[config.mk]
export PLATFORM = sky130hd
export DESIGN_NAME = fft_frame_buffer
export DESIGN_NICKNAME = d
export VERILOG_FILES = /design/src/rtl/fft_frame_buffer.sv
export SDC_FILE = /design/constraint.sdc
export NUM_CORES = 1
export LEC_CHECK = 0
export CORE_UTILIZATION = 54
export CTS_BUF_LIST = sky130_fd_sc_hd__clkbuf_8 sky130_fd_sc_hd__clkbuf_16
export DETAILED_ROUTE_END_ITERATION = 16
export HOLD_SLACK_MARGIN = 0.15
export PLACE_DENSITY_LB_ADDON = 0.15
export SLEW_MARGIN = 20
export SYNTH_ARGS = -nofsm -noshare
export SYNTH_HDL_FRONTEND = slang
export SYNTH_SLANG_ARGS = --single-unit
[constraint.sdc]
create_clock -name clk -period 7.7 [get_ports clk]
set_input_delay 1.925 -clock clk [delete_from_list [all_inputs] [get_ports clk]]
set_output_delay 1.925 -clock clk [all_outputs]
set_load 0.02 [all_outputs]
[src/rtl/fft_frame_buffer.sv]
// Ping-pong collector that packs prescaled audio samples into 4-word complex
// frames and hands each one to the FFT core through a start/done handshake.
module fft_frame_buffer #(
  parameter int SAMPLE_W = 16,
  parameter int PRESCALE = 2,
  parameter int CNT_W    = 8
) (
  input  logic                  clk,
  input  logic                  reset,
  input  logic                  sample_valid,
  input  logic [SAMPLE_W-1:0]   sample_in,
  input  logic                  fft_done,
  output logic                  start,
  output logic [2*SAMPLE_W-1:0] in0,
  output logic [2*SAMPLE_W-1:0] in1,
  output logic [2*SAMPLE_W-1:0] in2,
  output logic [2*SAMPLE_W-1:0] in3,
  output logic                  busy,
  output logic                  overrun,
  output logic [CNT_W-1:0]      drop_count
);

  typedef enum logic [1:0] {IDLE, BUSY, GAP} state_t;

  state_t state_reg, state_next;

  // Address is {bank, index}: entries 0..3 are bank 0, 4..7 are bank 1.
  logic [SAMPLE_W-1:0] mem [0:7];
  logic [SAMPLE_W-1:0] frame_reg [0:3];

  logic [1:0]       full_reg;
  logic             wr_bank_reg;
  logic             rd_bank_reg;
  logic [1:0]       wr_idx_reg;
  logic             start_reg;
  logic             busy_reg;
  logic             overrun_reg;
  logic [CNT_W-1:0] drop_count_reg;

  logic signed [SAMPLE_W-1:0] scaled;
  logic accept, drop, launch, release_bank;

  assign scaled = $signed(sample_in) >>> PRESCALE;
  assign drop   = sample_valid &  full_reg[wr_bank_reg];
  assign accept = sample_valid & ~full_reg[wr_bank_reg];

  always_comb begin
    state_next   = state_reg;
    launch       = 1'b0;
    release_bank = 1'b0;
    case (state_reg)
      IDLE: begin
        // A done still high from the previous frame must not trigger a launch.
        if (full_reg[rd_bank_reg] && !fft_done) begin
          launch     = 1'b1;
          state_next = BUSY;
        end
      end
      BUSY: begin
        if (fft_done) begin
          release_bank = 1'b1;
          state_next   = GAP;
        end
      end
      GAP:     state_next = IDLE;
      default: state_next = IDLE;
    endcase
  end

  always_ff @(posedge clk) begin
    if (reset) begin
      state_reg      <= IDLE;
      full_reg       <= 2'b00;
      wr_bank_reg    <= 1'b0;
      rd_bank_reg    <= 1'b0;
      wr_idx_reg     <= 2'd0;
      start_reg      <= 1'b0;
      busy_reg       <= 1'b0;
      overrun_reg    <= 1'b0;
      drop_count_reg <= '0;
    end else begin
      state_reg <= state_next;
      // Release and frame completion always target different banks.
      if (release_bank) begin
        full_reg[rd_bank_reg] <= 1'b0;
        rd_bank_reg           <= ~rd_bank_reg;
        start_reg             <= 1'b0;
      end
      if (accept) begin
        wr_idx_reg <= wr_idx_reg + 2'd1;
        if (wr_idx_reg == 2'd3) begin
          full_reg[wr_bank_reg] <= 1'b1;
          wr_bank_reg           <= ~wr_bank_reg;
        end
      end
      if (launch) begin
        start_reg <= 1'b1;
        busy_reg  <= 1'b1;
      end
      if (state_reg == GAP)
        busy_reg <= 1'b0;
      if (drop) begin
        overrun_reg <= 1'b1;
        if (!(&drop_count_reg))
          drop_count_reg <= drop_count_reg + CNT_W'(1);
      end
    end
  end

  always_ff @(posedge clk) begin
    if (accept)
      mem[{wr_bank_reg, wr_idx_reg}] <= scaled;
  end

  always_ff @(posedge clk) begin
    if (reset) begin
      for (int i = 0; i < 4; i++)
        frame_reg[i] <= '0;
    end else if (launch) begin
      for (int i = 0; i < 4; i++)
        frame_reg[i] <= mem[{rd_bank_reg, 2'(i)}];
    end
  end

  assign in0        = {frame_reg[0], {SAMPLE_W{1'b0}}};
  assign in1        = {frame_reg[1], {SAMPLE_W{1'b0}}};
  assign in2        = {frame_reg[2], {SAMPLE_W{1'b0}}};
  assign in3        = {frame_reg[3], {SAMPLE_W{1'b0}}};
  assign start      = start_reg;
  assign busy       = busy_reg;
  assign overrun    = overrun_reg;
  assign drop_count = drop_count_reg;

endmodule

Word-level counts from Yosys, hierarchy flattened
Memories as Yosys holds them, arrays and structs flattened. A register that Yosys moved wholly into a read port is not among the register bits. Index checks and enable logic that the tools add are counted.

Flip-flop bits (word level): 19. Memory bits (writable): 192. Input port bits: 20. Output and inout port bits: 139. Logic and storage cells: 86. Memories: 2.

Add/subtract/negate cells: 2. Order comparisons: 4. Equality and inequality tests: 5. Multiplexer cells: 40. Bitwise logic cells: 13. Reduce and logical (&&, ||, !) cells: 11.

Memory list: mem (depth 8, width 16, rd ports 4, clocked after Yosys merged registers in 4, write ports 1, RTL line 28) `logic [SAMPLE_W-1:0] mem [0:7];`; frame_reg (depth 4, width 16, rd ports 4, clocked after Yosys merged registers in 0, write ports 4, RTL line 29) `logic [SAMPLE_W-1:0] frame_reg [0:3];`.

Operators with widths (number): 16-bit two-way mux (4); 3-bit two-way mux (8); 1-bit two-way mux (19); 2-bit two-way mux (6); 8-bit by 1-bit adder with 8-bit output (second input constant) (1); 8-bit AND reduction (1); 2-bit AND reduction (3); 2-bit == test (second input constant) (2); 1-bit by 2-bit less-than comparator with 1-bit output (second input constant) (2); 2-bit != test (second input constant) (2); 1-bit NOT (4); 1-bit OR (4); 2-bit case mux with 2 select lines (1); 1-bit logical AND (3); 2-bit by 1-bit adder with 2-bit output (second input constant) (1); 1-bit AND (2); 2-bit AND (1); 1-bit demux with 1-bit select (2); 2-bit by 1-bit == test with 1-bit output (second input constant) (1); 1-bit >= comparator (second input constant) (2); 2-bit logical NOT (1); 2-bit NOT (1); 2-bit OR (1); 2-bit nonzero test (1); 2 further kinds (2).

Logic depth before layout (Yosys ltp)
Depth after elaboration: 11. Mapped depth: 6.

Least setup slack after synthesis
OpenSTA, ideal clock, no wires.

Path type: input-to-reg. Start point: in fft_done. End point: mem frame_reg[0][0] (enable). Library setup time: 0.423 ns. Arrival time: 3.731 ns. Data required time: 7.277 ns. Setup slack: 3.547 ns. Cell stages on the path: 2. Cells stage by stage: or4_4 -> nand2b_1.

RTL lines: start, declared (RTL line 12) `input logic fft_done,`; end, declared (RTL line 29).

==> out/metrics.cfg <==
[pwr]
p_leak_uw = 0.002921
vdd_ir_drop_max_mv = 0.1845
powerDensity_mw_per_mm2 = 239.6

[logic_synthesis]
yosys_most_used_dff = edfxtp_1
synth_compound_area_share_pct = 1.895
syn-cell-area_sq_mm = 0.007331
ys_async_sr_fraction_pct = 0
synth_area_leaders = edfxtp_1 (69%), mux2i_1 (8.1%), buf_4 (7.5%)
synth_edf_count = 168
synth.distinct_cells = 31
synth-simple-area-share_pct = 5.991
synthAdderAreaFrac_pct = 0.3414
synth_top_family_by_area = buffers and inverters
yosys.area.top_type = edfxtp_1
synthMuxAreaShare_pct = 8.210
post-synth-top-count-cell = edfxtp_1
synth_xor_area_share_pct = 0.2389
yosys-top-cells-count = edfxtp_1 (168), buf_4 (73), nor2_1 (68), mux2i_1 (59), dfxtp_1 (20)
yosys_warnings = 0
netlist.area_leader.share_pct = 68.82
synth_seq_area_share_pct = 74.28
syn_inst = 470
ys_seq_elements = 188
avgSynthCellArea_sq_um = 15.60

[layout]
seqCellArea_sq_mm = 0.005449
layout.nets = 585
fillCellCount = 979
drive_gt1_share_pct = 6.969
antenna-diode-count = 0
largest_reg_flops = 112
final_util_pct = 65.81
multi_input_area_sq_mm = 0.001498
area_growth_pct = 18.88
fin_area_sq_mm = 0.008715

[place]
port_buffers = 92
placed_area_sq_mm = 0.008147
gp_congestion = 0.7346
dp_hpwl_mm = 7.284

[worst_setup_path]
required_ps = 7770
reg2reg_to = mem[0][8]$_DFFE_PP_
cp-end-kind = register
crit_fanout = 29
timing.rr.start = wr_bank_reg$_SDFFE_PP0P_
rrSetupSlack_ps = 5210
rr_worst_depth = 4
arrival_ps = 4110
critPathKind = primary input to register
worstSetupStartpointType = primary input

[die]
initial_core_util_pct = 55.36
rows = 42
io_pins = 159
die_w_um = 118.5
die_h_um = 118.5
core_area_sq_mm = 0.01324
die-area_sq_mm = 0.01405

[timing]
tns_ps = 0
rsz0062_at_grt = no
fin_skew_ps = 6.728
finalHoldViolCount = 0
max_slew_margin_pct = 33.66
fin_hold_ws_ps = 468.2
finalSetupViolCount = 0
slew_viol_final = 0
clock.fmax_mhz = 247.4
fin_crit_sh_pct = 52.49
worst_slew_pin_slew_ps = 995.1
fin_crit_ps = 4042

[clock_network]
cts_made_buffers = 17
cts_tree = done
ctsResizeCount = 0
postCtsSetupBuffers = 0
cts_max_path_buffers = 2
cts_hold_buf = 0
htree_levels = 4
clkSlewWorstSetupHoldPaths_ps = 60
root_buffer = clkbuf_16
cts.sinks = 188
clk_latency_ps = 420

[global_routing]
grt_max_degree = 57
grt_pass1_vias = 3495
track_usage_pct = 17.70
overflow = 0
grt_pass1_wl_mm = 18.13
antenna_found_initial = 0

[min_path]
worstHoldEndpoint = start$_SDFFE_PP0P_
hp-class = register to register
min-delay-start = start$_SDFFE_PP0P_
min_path_cells = 2

[detailed_routing]
drc_errors = 0
firstDrtPassIters = 5
ant_nets = 0
initialDrtViolationCount = 237
avgViaCountPerCell = 4.905
wl_mm = 11.91
wl_per_cell_um = 15.88
vias = 3679

[job]
maxCapViolations = 0

[outcome]
status = complete, no violations

==> cells in the final DEF, fill, tap and decap left out, types with 3 or more instances in the layout <==
| cell type | n |
|---|---|
| bufinv_16 | 3 |
| conb_1 | 64 |
| nand2_1 | 9 |
| clkinv_1 | 6 |
| dfxtp_1 | 19 |
| a21oi_1 | 13 |
| inv_1 | 5 |
| or3_1 | 3 |
| o21ai_0 | 5 |
| o31ai_1 | 3 |
| buf_4 | 7 |
| nand3_1 | 6 |
| or4_1 | 3 |
| mux2i_1 | 59 |
| clkbuf_16 | 17 |
| clkdlybuf4s50_1 | 92 |
| edfxtp_1 | 168 |
| nor2_1 | 68 |
==> cell type report <==
class	instances	share of cell area, %
Clock inverter	13	1.536
Multi-Input combinational cell	253	17.19
Timing Repair Buffer	99	11.17
Tap cell	176	2.527
Inverter	4	0.1723
Clock buffer	17	4.882
Sequential cell	188	62.53
==> where the power goes <==
part           total (uW)  internal [uW]  switching (uW)
clock network         831            497             334
registers            1140           1130            8.23
logic                 115           35.3            79.9
==> critical path, cell delays in order <==
cell and delay, ps:
clkdlybuf4s50_1 970, nand2b_2 690, buf_4 500
==> how the worst max path moves through the flow <==
stage                                endpoint  cells past startpoint     start  slack, ps
2_1_floorplan   frame_reg[0][0]$_SDFFCE_PN0P_                      2  fft_done       3550
3_3_place_gp    frame_reg[2][9]$_SDFFCE_PN0P_                      3     reset       3270
3_5_place_dp   frame_reg[2][10]$_SDFFCE_PN0P_                      3     reset       3240
4_1_cts        frame_reg[2][12]$_SDFFCE_PN0P_                      3     reset       3690
5_1_grt         frame_reg[2][9]$_SDFFCE_PN0P_                      3     reset       3520
6_report       frame_reg[2][12]$_SDFFCE_PN0P_                      3     reset       3660
==> stage by stage <==
step / cells / power, uW / setup slack (ps)
after floorplan: 533 / 1255 / 3547
after global placement: 720 / 1276 / 3273
after detailed placement: 720 / 1279 / 3239
after CTS: 750 / 2100 / 3689
after global routing: 750 / 2145 / 3516
final: 750 / 2088 / 3658
==> cell families (layout without fill, tap and decap cells) <==
family                   count (synthesis)  after routing
multiplexers                            60             60
other                                    1             64
AO/OA/AOI/OAI                           24             24
flip-flops                             188            188
XOR/XNOR                                 2              2
AND/OR/NAND/NOR                        101            101
buffers and inverters                   92            133
adder cells (fa/ha/maj)                  2              2
==> routing by layer <==
layer | vias up | global-route usage [%] | part of all wire (%)
li1 | 1751 | - | -
met1 | 1787 | 22.56 | 44
met2 | 125 | 28.93 | 49
met3 | 16 | 3.861 | 5.1
met4 | 0 | 8.544 | 2.1
met5 | - | 0 | 0
Power figures use the tool's default switching activity.
